===== config.mk =====
export PLATFORM = sky130hd
export DESIGN_NAME = dual_pulse_counter
export DESIGN_NICKNAME = d
export VERILOG_FILES = /design/src/rtl/dpc_pkg.sv /design/src/rtl/dual_pulse_counter_pulse_filter.sv /design/src/rtl/dual_pulse_counter.sv
export SDC_FILE = /design/constraint.sdc
export NUM_CORES = 1
export LEC_CHECK = 0
export BUFFER_PORTS_ARGS = -buffer_cell sky130_fd_sc_hd__clkbuf_2
export CELL_PAD_IN_SITES_DETAIL_PLACEMENT = 1
export CELL_PAD_IN_SITES_GLOBAL_PLACEMENT = 1
export CORE_ASPECT_RATIO = 1.25
export CORE_MARGIN = 4
export CORE_UTILIZATION = 25
export CTS_CLUSTER_SIZE = 25
export DETAILED_ROUTE_END_ITERATION = 6
export PLACE_DENSITY_LB_ADDON = 0.1
export SYNTH_ARGS = -nofsm -noshare
export SYNTH_HDL_FRONTEND = slang
export SYNTH_HIERARCHICAL = 1
export SYNTH_SLANG_ARGS = --single-unit

===== constraint.sdc =====
create_clock -name clock -period 2.5 [get_ports clock]
set_input_delay 0.375 -clock clock [delete_from_list [all_inputs] [get_ports clock]]
set_output_delay 0.375 -clock clock [all_outputs]
set_load 0.02 [all_outputs]

===== src/rtl/dpc_pkg.sv =====
// Shared types and default parameters for the dual-channel pulse counter.
package dpc_pkg;
    localparam int CNT_W_DEF      = 8;
    localparam int STABLE_CYC_DEF = 2;
    localparam int WINDOW_DEF     = 16;

    typedef enum logic {
        RPT_IDLE = 1'b0,
        RPT_HOLD = 1'b1
    } rpt_state_t;
endpackage


===== src/rtl/dual_pulse_counter_pulse_filter.sv =====
// One channel: input register, glitch filter, rise detect and saturating rise counter.
module pulse_filter
    import dpc_pkg::*;
#(
    parameter int CNT_W      = CNT_W_DEF,
    parameter int STABLE_CYC = STABLE_CYC_DEF
) (
    input  logic             clock,
    input  logic             reset_n,
    input  logic             din,
    input  logic             restart,
    output logic             level,
    output logic [CNT_W-1:0] snap_cnt,
    output logic             snap_ovf
);
    localparam int STAB_W = $clog2(STABLE_CYC + 1);
    localparam logic [STAB_W-1:0] STAB_LAST = STAB_W'(STABLE_CYC - 1);

    logic             samp;
    logic [STAB_W-1:0] stab;
    logic [CNT_W-1:0] cnt;
    logic             ovf;
    logic             settle;
    logic             rise;

    assign settle = (samp != level) && (stab == STAB_LAST);
    assign rise   = settle && samp;

    // Count including a rise on this edge, so the window-end snapshot sees it.
    always_comb begin
        snap_cnt = cnt;
        snap_ovf = ovf;
        if (rise) begin
            if (cnt == {CNT_W{1'b1}}) begin
                snap_ovf = 1'b1;
            end else begin
                snap_cnt = cnt + CNT_W'(1);
            end
        end
    end

    always_ff @(posedge clock) begin
        if (!reset_n) begin
            samp  <= 1'b0;
            stab  <= '0;
            level <= 1'b0;
            cnt   <= '0;
            ovf   <= 1'b0;
        end else begin
            samp <= din;
            if (samp == level) begin
                stab <= '0;
            end else if (settle) begin
                level <= samp;
                stab  <= '0;
            end else begin
                stab <= stab + STAB_W'(1);
            end
            if (restart) begin
                cnt <= '0;
                ovf <= 1'b0;
            end else begin
                cnt <= snap_cnt;
                ovf <= snap_ovf;
            end
        end
    end
endmodule


===== src/rtl/dual_pulse_counter.sv =====
// Two filtered rise counters sharing a measurement window, with a held snapshot report.
//  state    | meaning
//  RPT_IDLE | no unconsumed report; next window end loads one
//  RPT_HOLD | report_valid=1, snapshot held until accepted
module dual_pulse_counter
    import dpc_pkg::*;
#(
    parameter int CNT_W      = CNT_W_DEF,
    parameter int STABLE_CYC = STABLE_CYC_DEF,
    parameter int WINDOW     = WINDOW_DEF
) (
    input  logic             clock,
    input  logic             reset_n,
    input  logic             in_a,
    input  logic             in_b,
    input  logic             clear,
    output logic             level_a,
    output logic             level_b,
    output logic             report_valid,
    input  logic             report_ready,
    output logic [CNT_W-1:0] report_cnt_a,
    output logic [CNT_W-1:0] report_cnt_b,
    output logic             report_ovf_a,
    output logic             report_ovf_b,
    output logic             overrun
);
    localparam int WIN_W = $clog2(WINDOW);
    localparam logic [WIN_W-1:0] WIN_LAST = WIN_W'(WINDOW - 1);

    logic [WIN_W-1:0] wcnt;
    logic             win_end;
    logic             restart;
    logic [CNT_W-1:0] snap_cnt_a, snap_cnt_b;
    logic             snap_ovf_a, snap_ovf_b;
    rpt_state_t       state, state_next;
    logic             load;
    logic             set_ovr;

    assign win_end      = (wcnt == WIN_LAST);
    assign restart      = win_end || clear;
    assign report_valid = (state == RPT_HOLD);

    pulse_filter #(.CNT_W(CNT_W), .STABLE_CYC(STABLE_CYC)) u_chan_a (
        .clock    (clock),
        .reset_n  (reset_n),
        .din      (in_a),
        .restart  (restart),
        .level    (level_a),
        .snap_cnt (snap_cnt_a),
        .snap_ovf (snap_ovf_a)
    );

    pulse_filter #(.CNT_W(CNT_W), .STABLE_CYC(STABLE_CYC)) u_chan_b (
        .clock    (clock),
        .reset_n  (reset_n),
        .din      (in_b),
        .restart  (restart),
        .level    (level_b),
        .snap_cnt (snap_cnt_b),
        .snap_ovf (snap_ovf_b)
    );

    always_comb begin
        state_next = state;
        load       = 1'b0;
        set_ovr    = 1'b0;
        case (state)
            RPT_IDLE: begin
                if (win_end) begin
                    load       = 1'b1;
                    state_next = RPT_HOLD;
                end
            end
            RPT_HOLD: begin
                if (win_end) begin
                    if (report_ready) load = 1'b1;
                    else              set_ovr = 1'b1;
                end else if (report_ready) begin
                    state_next = RPT_IDLE;
                end
            end
            default: state_next = RPT_IDLE;
        endcase
        if (clear) begin
            state_next = RPT_IDLE;
            load       = 1'b0;
            set_ovr    = 1'b0;
        end
    end

    always_ff @(posedge clock) begin
        if (!reset_n) begin
            state        <= RPT_IDLE;
            wcnt         <= '0;
            report_cnt_a <= '0;
            report_cnt_b <= '0;
            report_ovf_a <= 1'b0;
            report_ovf_b <= 1'b0;
            overrun      <= 1'b0;
        end else begin
            state <= state_next;
            wcnt  <= restart ? '0 : wcnt + WIN_W'(1);
            if (clear) begin
                report_cnt_a <= '0;
                report_cnt_b <= '0;
                report_ovf_a <= 1'b0;
                report_ovf_b <= 1'b0;
                overrun      <= 1'b0;
            end else begin
                if (load) begin
                    report_cnt_a <= snap_cnt_a;
                    report_cnt_b <= snap_cnt_b;
                    report_ovf_a <= snap_ovf_a;
                    report_ovf_b <= snap_ovf_b;
                end
                if (set_ovr) overrun <= 1'b1;
            end
        end
    end
endmodule


==> out/qor.yml, run 1 <==
run_status:
  status: "finished, final reports clean"
detailed_routing:
  route.detailed.drc: 0
  drt-initial-drc-count: 52
  num_vias: 2141
  drt-pass1-iter-count: 4
  drt_wl_total_mm: 6.73
  ant_nets: 0
  detail_route.wl_per_cell_um: 15.9
  viasPerCell: 5.07
finish:
  multi_input_area_sq_mm: 0.00139
  stdcell_area_sq_mm: 0.00292
  regArea_sq_mm: 0.00100
  layout-drive-gt1-share_pct: 18.6
  mostFrequentLayoutCells: "dfxtp_1, clkbuf_2, a21oi_1"
  layout_commonest_cell: "dfxtp_1"
  diodes: 0
  finalNetCount: 307
  n_fill_cell: 1174
  synthToLayoutAreaGrowth_pct: 15.2
  fin_cells: 422
die:
  start_util_pct: 26.0
  die_h_um: 121
  rows: 40
  die_width_um: 98.1
  io_pins: 28
  core-area_sq_mm: 0.00976
  dieArea_sq_mm: 0.0118
placement:
  post-place-cells: 415
  port-buffer-count: 27
  place_area_sq_mm: 0.00276
  routabilityCongestion: 0.729
  post-dp-hpwl_mm: 4.78
sta:
  finalSetupViolCount: 0
  fmax_mhz: 548
  hold_viol_final: 0
  rsz0062_at_grt: "false"
  min_period_ns: 1.83
  finalSetupTns_ns: 0
  final_max_slew_viol_count: 0
  slew_headroom_pct: 77.5
  finalClockSkew_ns: 0.00824
  fin_crit_sh_pct: 73.0
  worst_slew_pin_slew_ns: 0.337
pwr:
  p_leak_nw: 1.08
  p_comb_share_pct: 4.1
  seq_power_share_pct: 49.0
  switching_share_pct: 21.5
  vdd_drop_max_v: 0.000268
  clkPwrFrac_pct: 46.9
  cellPowerDensity_mw_per_mm2: 566
  internal-power_mw: 1.30
  switching_power_mw: 0.355
  p_total_mw: 1.65
worst_hold_path:
  hold_depth: 2
  min_path_type: "in -> reg"
critical_path:
  cp.required_ns: 2.67
  path_cells: "ha_1 -> and3_1 -> a21oi_2 -> mux2_2 -> nand4b_1 -> a21oi_1"
  cp-start-kind: "register"
  path_buf_inv: 0
  cp_max_fo: 7
  rr_worst_depth: 6
  crit_type: "reg -> reg"
  end_kind: "register"
  max_stage_delay_ns: 0.37
  cp_slowest_cell: "dfxtp_1"
  cp.depth: 6
  cp_data_arrival_time_ns: 1.99
  cp_top_family: "flip-flops"
logic_synthesis:
  avgSynthCellArea_sq_um: 9.27
  syn_area_sq_mm: 0.00254
  seq_area_frac_synth_pct: 39.4
  ys_warn_count: 6
  synth_cells: 274
  synth_nets: 285
  ys_ff_latch: 50
  synth_cell_types: 40
clocking:
  cts_buffers: 5
  post-cts-setup-buffers: 0
  cts_sinks: 50
  cts_tree: "done"
  cts_resized: 0
  clkLatencyLatePin_ns: 0.29
  holdBufCountCts: 0
  clk_pin_slew_ns: 0.07
  cts.root.buffer_cell: "clkbuf_16"
  cts_buffer_depth: 2
  htreeDepth: 2
job:
  max-cap-violations: 0
global_route:
  met2_usage_pct: 20.0
  antenna_found_initial: 0
  grtUsageMet1_pct: 15.7
  grt_pass1_vias: 2187
  grt_busiest_layer: "met2"
  grtUsageTotal_pct: 12.0
  grt_start_max_net_pins: 36
  met3_usage_pct: 2.65
  grt_pass1_wl_mm: 11.5
  grt.overflow.total: 0
-- through the flow --
stage          util [%]  worst slack [ns]  hold WS [ns]
4_1_cts            30.0             0.656         0.284
2_1_floorplan         -             0.825         0.398
6_report           30.0             0.674         0.292
5_1_grt            30.0             0.530         0.294
3_5_place_dp       28.3             0.669         0.420
3_3_place_gp       28.3             0.705         0.412
-- cell type report --
cell class / count / share of cell area (%)
multi-input cells: 198 / 47.5
flip-flops and latches: 50 / 34.2
repair buffers: 34 / 6.42
well taps: 126 / 5.39
clock buffers: 5 / 4.28
clock inverters: 2 / 1.33
inverters: 7 / 0.899
-- registers in the layout, summed over array words and instances (netlist names) --
signal	count
overrun	1
report_cnt_a	8
report_cnt_b	8
report_ovf_a	1
report_ovf_b	1
report_valid	1
u_chan_a/cnt	8
u_chan_a/level	1
u_chan_a/ovf	1
u_chan_a/samp	1
u_chan_a/stab	2
u_chan_b/cnt	8
u_chan_b/level	1
u_chan_b/ovf	1
u_chan_b/samp	1
u_chan_b/stab	2
wcnt	4
-- routing by layer --
| metal | up-vias | wire, um |
|---|---|---|
| met3 | 5 | 205 |
| li1 | 1054 | - |
| met1 | 1054 | 3260 |
| met4 | 0 | 68 |
| met5 | - | 0 |
| met2 | 28 | 3200 |
-- worst paths after layout --
| path | startpoint | end | slack [ns] |
|---|---|---|---|
| worst max-delay path | u_chan_b/cnt[0] | report_cnt_b[1] | 0.67 |
| worst min-delay path | in_a | u_chan_a/samp | 0.29 |
| worst max register to register | u_chan_b/cnt[0] | report_cnt_b[1] | 0.67 |
| worst min register to register | u_chan_a/stab[0] | u_chan_a/stab[0] | 0.43 |
-- worst reg2reg max path, cell delays in order (launching register included) --
cell,delay [ns]
dfxtp_1,0.37
ha_1,0.27
and3_1,0.25
a21oi_2,0.29
mux2_2,0.37
nand4b_1,0.09
a21oi_1,0.06
-- Yosys cell counts --
master / number / area, sq um
nor3_1: 5 / 25.0
o31ai_2: 2 / 25.0
and3_1: 2 / 12.5
o21a_1: 2 / 15.0
nor3b_1: 1 / 7.51
o2111a_1: 2 / 22.5
a31oi_1: 4 / 25.0
o31ai_1: 18 / 135
xor2_1: 4 / 35.0
and2_1: 2 / 12.5
o21ai_0: 3 / 15.0
nand4_1: 6 / 37.5
nand4b_1: 21 / 184
nand3b_4: 2 / 40.0
buf_4: 2 / 15.0
nor2_1: 10 / 37.5
buf_6: 5 / 56.3
and4_1: 2 / 17.5
a21oi_2: 2 / 17.5
and3b_1: 2 / 17.5
dfxtp_1: 50 / 1000
or4_1: 4 / 30.0
buf_2: 4 / 20.0
nand3_1: 12 / 60.1
a211oi_2: 2 / 25.0
clkbuf_1: 6 / 22.5
nand2b_1: 9 / 56.3
nand3_2: 1 / 10.0
xnor2_1: 3 / 26.3
and3_4: 1 / 11.3
clkbuf_2: 2 / 10.0
mux2i_1: 10 / 100
o211a_1: 2 / 20.0
a21oi_1: 26 / 130
nor2b_1: 5 / 31.3
nand3b_1: 2 / 15.0
nand2_1: 22 / 82.6
ha_1: 5 / 62.6
mux2_2: 4 / 45.0
inv_1: 7 / 26.3
-- logic make-up after synthesis --
logic type                 Yosys count  share of synthesized area, %
AOI/OAI and AO/OA                   63                          17.0
xor gates and xnor gates             7                          2.42
adders and majority gates            5                          2.46
buffers and inverters               26                          5.91
DFF                                 50                          39.4
muxes                               14                          5.72
and+or+nand+nor                    109                          27.1
-- power groups by stage --
stage	sequential [mW]	combinational (mW)	clock [mW]
floorplan	0.828	0.0472	0
global placement	0.828	0.0691	0
detailed placement	0.829	0.0696	0
CTS	0.810	0.0697	0.810
global route	0.811	0.0771	0.839
finish	0.810	0.0676	0.777
(Power assumes the default switching activity.)
==> inputs of run 2 (changes only) <==
- clock period: 2.5 -> 1.75 ns (I/O delays scaled with it)
==> out/qor.yml, run 2 (synthesized netlist as in run 1, its figures left out) <==
critical_path:
  crit_type: "reg -> reg"
  cp_top_family: "simple AND/OR/NAND/NOR gates"
  cp_data_arrival_time_ns: 1.81  # -0.18 ns
  cp_max_fo: 4  # -3
  end_kind: "register"
  path_buf_inv: 0  # unchanged
  cp.required_ns: 1.92  # -0.75 ns
  path_cells: "ha_1 -> nand3_1 -> nor3_2 -> mux2_2 -> nand4b_1 -> a21oi_1"
  max_stage_delay_ns: 0.36  # about the same
  cp_slowest_cell: "mux2_2"
  cp-start-kind: "register"
  ff2ff_setup_slack_ns: 0.12  # -0.56 ns
global_route:
  grt.overflow.total: 0  # unchanged
  grt_pass1_wl_mm: 12.0  # +4.3%
  grt_pass1_vias: 2295  # +4.9%
  grtUsageTotal_pct: 12.7  # +0.70 points
  antenna_found_initial: 0  # unchanged
  grt_start_max_net_pins: 38  # +5.6%
finish:
  diodes: 0  # unchanged
  synthToLayoutAreaGrowth_pct: 20.0
  layout-drive-gt1-share_pct: 25.3  # +6.7 points
  layout_commonest_cell: "dfxtp_1"
  finalNetCount: 318  # +3.6%
  mostFrequentLayoutCells: "dfxtp_1, clkbuf_2, a21oi_1"
placement:
  port-buffer-count: 27  # unchanged
  post-dp-hpwl_mm: 5.04  # +5.3%
  routabilityCongestion: 0.687  # -5.8%
  dp_slack_ns: 0.0135  # -0.656 ns
detailed_routing:
  met1Wirelength_mm: 3.29  # +1.2%
  route.detailed.drc: 0  # unchanged
  drt-initial-drc-count: 68  # +31%
  drt-pass1-iter-count: 4  # unchanged
  ant_nets: 0  # unchanged
  num_vias: 2176  # +1.6%
  wl_met3_um: 194  # -5.4%
  maxUsedRoutingLayer: "met4"
  viasPerCell: 5.01  # -1.2%
  wl_met2_mm: 3.55  # +11%
  detail_route.wl_per_cell_um: 16.4  # +3.1%
  drt_wl_total_mm: 7.13  # +6.1%
sta:
  fmax_mhz: 613  # +12%
  slew_headroom_pct: 73.6  # -3.9 points
  layout_setup_ws_ns: 0.119  # -0.555 ns
  min_period_ns: 1.63  # -0.195 ns
  worst_slew_pin_slew_ns: 0.394  # +0.0568 ns
  fin_crit_sh_pct: 93.2  # +20 points
  final_max_slew_viol_count: 0  # unchanged
  worst_hold_slack_ns: 0.174  # -0.118 ns
  finalClockSkew_ns: 0.00799  # -0.000253 ns
  hold_viol_final: 0  # unchanged
  finalSetupTns_ns: 0  # unchanged
  finalSetupViolCount: 0  # unchanged
clocking:
  htreeDepth: 2  # unchanged
  cts_buffer_depth: 2  # unchanged
  clkLatencyLatePin_ns: 0.30  # about the same
  cts_sinks: 50  # unchanged
  cts.root.buffer_cell: "clkbuf_16"
  holdBufCountCts: 0  # unchanged
  cts_buffers: 5  # unchanged
  clk_pin_slew_ns: 0.07  # about the same
  cts_tree: "done"
pwr:
  switching_share_pct: 23.7  # +2.2 points
  internal-power_mw: 1.72  # +33%
  switching_power_mw: 0.536  # +51%
  p_comb_share_pct: 4.8  # +0.7 points
  cellPowerDensity_mw_per_mm2: 742  # +31%
  seq_power_share_pct: 51.2  # +2.2 points
  clkPwrFrac_pct: 44.0  # -2.9 points
  p_leak_nw: 1.13  # +4.9%
  vdd_drop_max_v: 0.000383  # +43%
die:
  dieArea_sq_mm: 0.0118  # unchanged
  start_util_pct: 26.0  # unchanged
  die_width_um: 98.1  # unchanged
  io_pins: 28  # unchanged
  rows: 40  # unchanged
  core-area_sq_mm: 0.00976  # unchanged
  die_h_um: 121  # unchanged
run_status:
  status: "finished, final reports clean"
job:
  max-cap-violations: 0  # unchanged
worst_hold_path:
  min_path_type: "in -> reg"
[run 2: changes by cell type in the layout (fill, tap and decap cells not counted), moves of 2 or more]
cell     delta
and3_1      -2
buf_4      +11
ha_1        -2
ha_4        +2
nor2b_1     -2
nor2b_2     +2
nor3_1      -2
nor3_2      +2
or4_1       -2
or4_4       +2
[run 2: layout make-up]
type                            count  area (sq um)
Timing Repair Buffer               45           270
Tap cell                          126           158
Fill cell                        1164          6710
Inverter                            7          26.3
Sequential cell                    50          1000
Clock buffer                        5           125
Multi-Input combinational cell    198          1450
Clock inverter                      3          21.3
[run 2: worst register-to-register path: stages, from the launching register on]
cell and delay, ns:
dfxtp_1 0.34, ha_1 0.23, nand3_1 0.15, nor3_2 0.26
mux2_2 0.36, nand4b_1 0.10, a21oi_1 0.07
[run 2: power groups by stage]
stage	Sequential (mW)	Clock, mW	Combinational (mW)
finish	1.16	0.994	0.108
global route	1.16	1.07	0.120
CTS	1.16	1.03	0.106
detailed placement	1.18	0	0.105
global placement	1.18	0	0.104
floorplan	1.18	0	0.0674
[run 2: worst paths after layout]
path                                      start              end  depth (start not counted)
worst min-delay path                       in_a    u_chan_a/samp                          2
worst max-delay path            u_chan_a/cnt[0]  report_cnt_a[6]                          6
worst min register to register     u_chan_b/ovf     u_chan_b/ovf                          2
worst max register to register  u_chan_a/cnt[0]  report_cnt_a[6]                          6
[run 2: what timing repair did]
item	4_1_cts	5_1_grt
buffers inserted	0	0
resized for setup	1	13
setup endpoints to repair	2	17
[run 2: per-layer routing]
metal,vias to the layer above,GRT usage (%)
met2,30,22.3
met1,1065,15.8
met3,4,2.37
met4,0,3.59
li1,1077,-
met5,-,0
[run 2: per-stage QoR]
stage          total power [mW]  instance area, sq um  util (%)  std cells
3_5_place_dp               1.29                  2840      29.1        426
5_1_grt                    2.35                  3050      31.2        434
2_1_floorplan              1.25                  2540         -        274
4_1_cts                    2.29                  2990      30.7        434
3_3_place_gp               1.29                  2840      29.1        426
6_report                   2.26                  3050      31.2        434
==> inputs of run 3 (changes only) <==
- BUFFER_PORTS_ARGS: -buffer_cell sky130_fd_sc_hd__clkbuf_2 -> -buffer_cell sky130_fd_sc_hd__buf_2
==> out/qor.yml, run 3 (synthesized netlist as in run 1, its figures left out) <==
finish:
  finalNetCount: 320  # +0.63%
  fin_cells: 436  # +0.46%
  diodes: 0  # unchanged
  mostFrequentLayoutCells: "dfxtp_1, buf_2, a21oi_1"
  layout-drive-gt1-share_pct: 25.5  # +0.16 points
  n_fill_cell: 1165  # +0.086%
  layout_commonest_cell: "dfxtp_1"
  synthToLayoutAreaGrowth_pct: 21.5
pwr:
  vdd_drop_max_v: 0.000381  # -0.57%
  clkPwrFrac_pct: 47.5  # +3.5 points
  switching_share_pct: 22.1  # -1.6 points
  seq_power_share_pct: 48.2  # -3.0 points
  internal-power_mw: 1.87  # +8.5%
  p_leak_nw: 1.18  # +4.7%
  switching_power_mw: 0.531  # -0.86%
  cellPowerDensity_mw_per_mm2: 778  # +4.9%
  p_comb_share_pct: 4.3  # -0.5 points
  p_total_mw: 2.40  # +6.3%
die:
  core-area_sq_mm: 0.00976  # unchanged
  die_h_um: 121  # unchanged
  rows: 40  # unchanged
  dieArea_sq_mm: 0.0118  # unchanged
  start_util_pct: 26.0  # unchanged
  die_width_um: 98.1  # unchanged
  io_pins: 28  # unchanged
critical_path:
  rr_startpoint: "u_chan_b/cnt[0]"
  path_cells: "ha_1 -> and3_2 -> a21oi_2 -> mux2_2 -> nand4b_1 -> a21oi_1"
  cp_slowest_cell: "mux2_2"
  path_buf_inv: 0  # unchanged
  cp_top_family: "simple AND/OR/NAND/NOR gates"
  crit_type: "reg -> reg"
  critPathLaunch: "u_chan_b/cnt[0]"
  max_stage_delay_ns: 0.35  # about the same
  r2r_end: "report_cnt_b[1]"
  cp_data_arrival_time_ns: 1.81  # about the same
  cp.required_ns: 1.93  # about the same
  end_kind: "register"
  cp_max_fo: 4  # unchanged
  cp-start-kind: "register"
  ff2ff_setup_slack_ns: 0.12  # about the same
  rr_worst_depth: 6  # unchanged
detailed_routing:
  num_vias: 2198  # +1.0%
  viasPerCell: 5.04  # +0.55%
  detail_route.wl_per_cell_um: 15.9  # -3.2%
  drt-pass1-iter-count: 4  # unchanged
  drt-initial-drc-count: 45  # -34%
  drt_wl_total_mm: 6.94  # -2.8%
  ant_nets: 0  # unchanged
  route.detailed.drc: 0  # unchanged
clocking:
  cts.root.buffer_cell: "clkbuf_16"
  cts_tree: "done"
  cts_sinks: 50  # unchanged
  clk_pin_slew_ns: 0.07  # about the same
  htreeDepth: 2  # unchanged
  clkLatencyLatePin_ns: 0.30  # about the same
  cts_buffers: 5  # unchanged
  holdBufCountCts: 0  # unchanged
  cts_buffer_depth: 2  # unchanged
sta:
  finalSetupTns_ns: 0  # unchanged
  slew_headroom_pct: 72.8  # -0.78 points
  worst_hold_slack_ns: 0.173  # -0.000480 ns
  hold_viol_final: 0  # unchanged
  rsz0062_at_grt: "false"
  final_max_slew_viol_count: 0  # unchanged
  fin_crit_sh_pct: 93.2  # about the same
  fmax_mhz: 613  # about the same
  min_period_ns: 1.63  # -0.0000540 ns
  finalClockSkew_ns: 0.00961  # +0.00162 ns
  worst_slew_pin_slew_ns: 0.406  # +0.0116 ns
  finalSetupViolCount: 0  # unchanged
job:
  max-cap-violations: 0  # unchanged
worst_hold_path:
  worstHoldEndpoint: "u_chan_a/samp"
  hold_start: "in_a"
  hold_depth: 2  # unchanged
  min_path_type: "in -> reg"
placement:
  post-dp-hpwl_mm: 4.97  # -1.4%
  port-buffer-count: 27  # unchanged
  post-place-cells: 426  # unchanged
  routabilityCongestion: 0.684  # -0.35%
global_route:
  grt_start_max_net_pins: 38  # unchanged
  grt.overflow.total: 0  # unchanged
  grt_pass1_wl_mm: 11.7  # -2.2%
  grtUsageTotal_pct: 12.2  # -0.49 points
  grt_pass1_vias: 2331  # +1.6%
  antenna_found_initial: 0  # unchanged
run_status:
  status: "finished, final reports clean"
-- run 3: how the worst max path moves through the flow --
stage | endpoint | cells past startpoint
global route | report_cnt_b[1] | 6
floorplan | report_cnt_b[1] | 6
finish | report_cnt_b[1] | 6
CTS | report_cnt_a[6] | 6
detailed placement | u_chan_a/cnt[0] | 6
global placement | report_cnt_a[6] | 6
-- run 3: cell type report --
type                       count  area (sq um)  share of cell area, %
timing repair buffer          47           285                   9.25
sequential                    50          1000                   32.4
inverter                       7          26.3                  0.852
multi-input combinational    198          1450                   46.9
tap                          126           158                   5.11
clock buffer                   5           125                   4.06
clock inverter                 3          43.8                   1.42
-- run 3: worst register-to-register path: cells and delay by family, from the launching register on --
family,cells,cell delay (ns)
and+or+nand+nor,2,0.38
DFF,1,0.32
adders and majority gates,1,0.25
muxes,1,0.35
AOI/OAI and AO/OA,2,0.22
-- run 3: repair_timing --
item	CTS	global route
hold endpoints to repair	0	0
setup buffers	0	2
setup endpoints to repair	3	15
pin swaps	0	2
resized for setup	1	12
-- run 3: routing by layer --
metal / part of all wire (%) / wire (um) / vias up / GRT usage [%]
li1: - / - / 1082 / -
met1: 46 / 3200 / 1082 / 14.8
met2: 50 / 3450 / 26 / 21.5
met3: 2.8 / 191 / 8 / 2.37
met4: 1.5 / 102 / 0 / 4.10
met5: 0 / 0 / - / 0
-- run 3: power groups by stage --
stage	clock [mW]	sequential, mW	combinational [mW]
floorplan	0	1.18	0.0674
global placement	0	1.18	0.103
detailed placement	0	1.18	0.104
CTS	1.18	1.16	0.104
global route	1.22	1.16	0.118
finish	1.14	1.16	0.104
-- run 3: per-stage QoR --
stage / worst slack, ns / area, sq um / utilization, %
floorplan: 0.0750 / 2540 / -
global placement: 0.0367 / 2840 / 29.1
detailed placement: -0.000354 / 2840 / 29.1
CTS: 0.0468 / 3010 / 30.9
global route: 0.000620 / 3090 / 31.6
finish: 0.119 / 3090 / 31.6
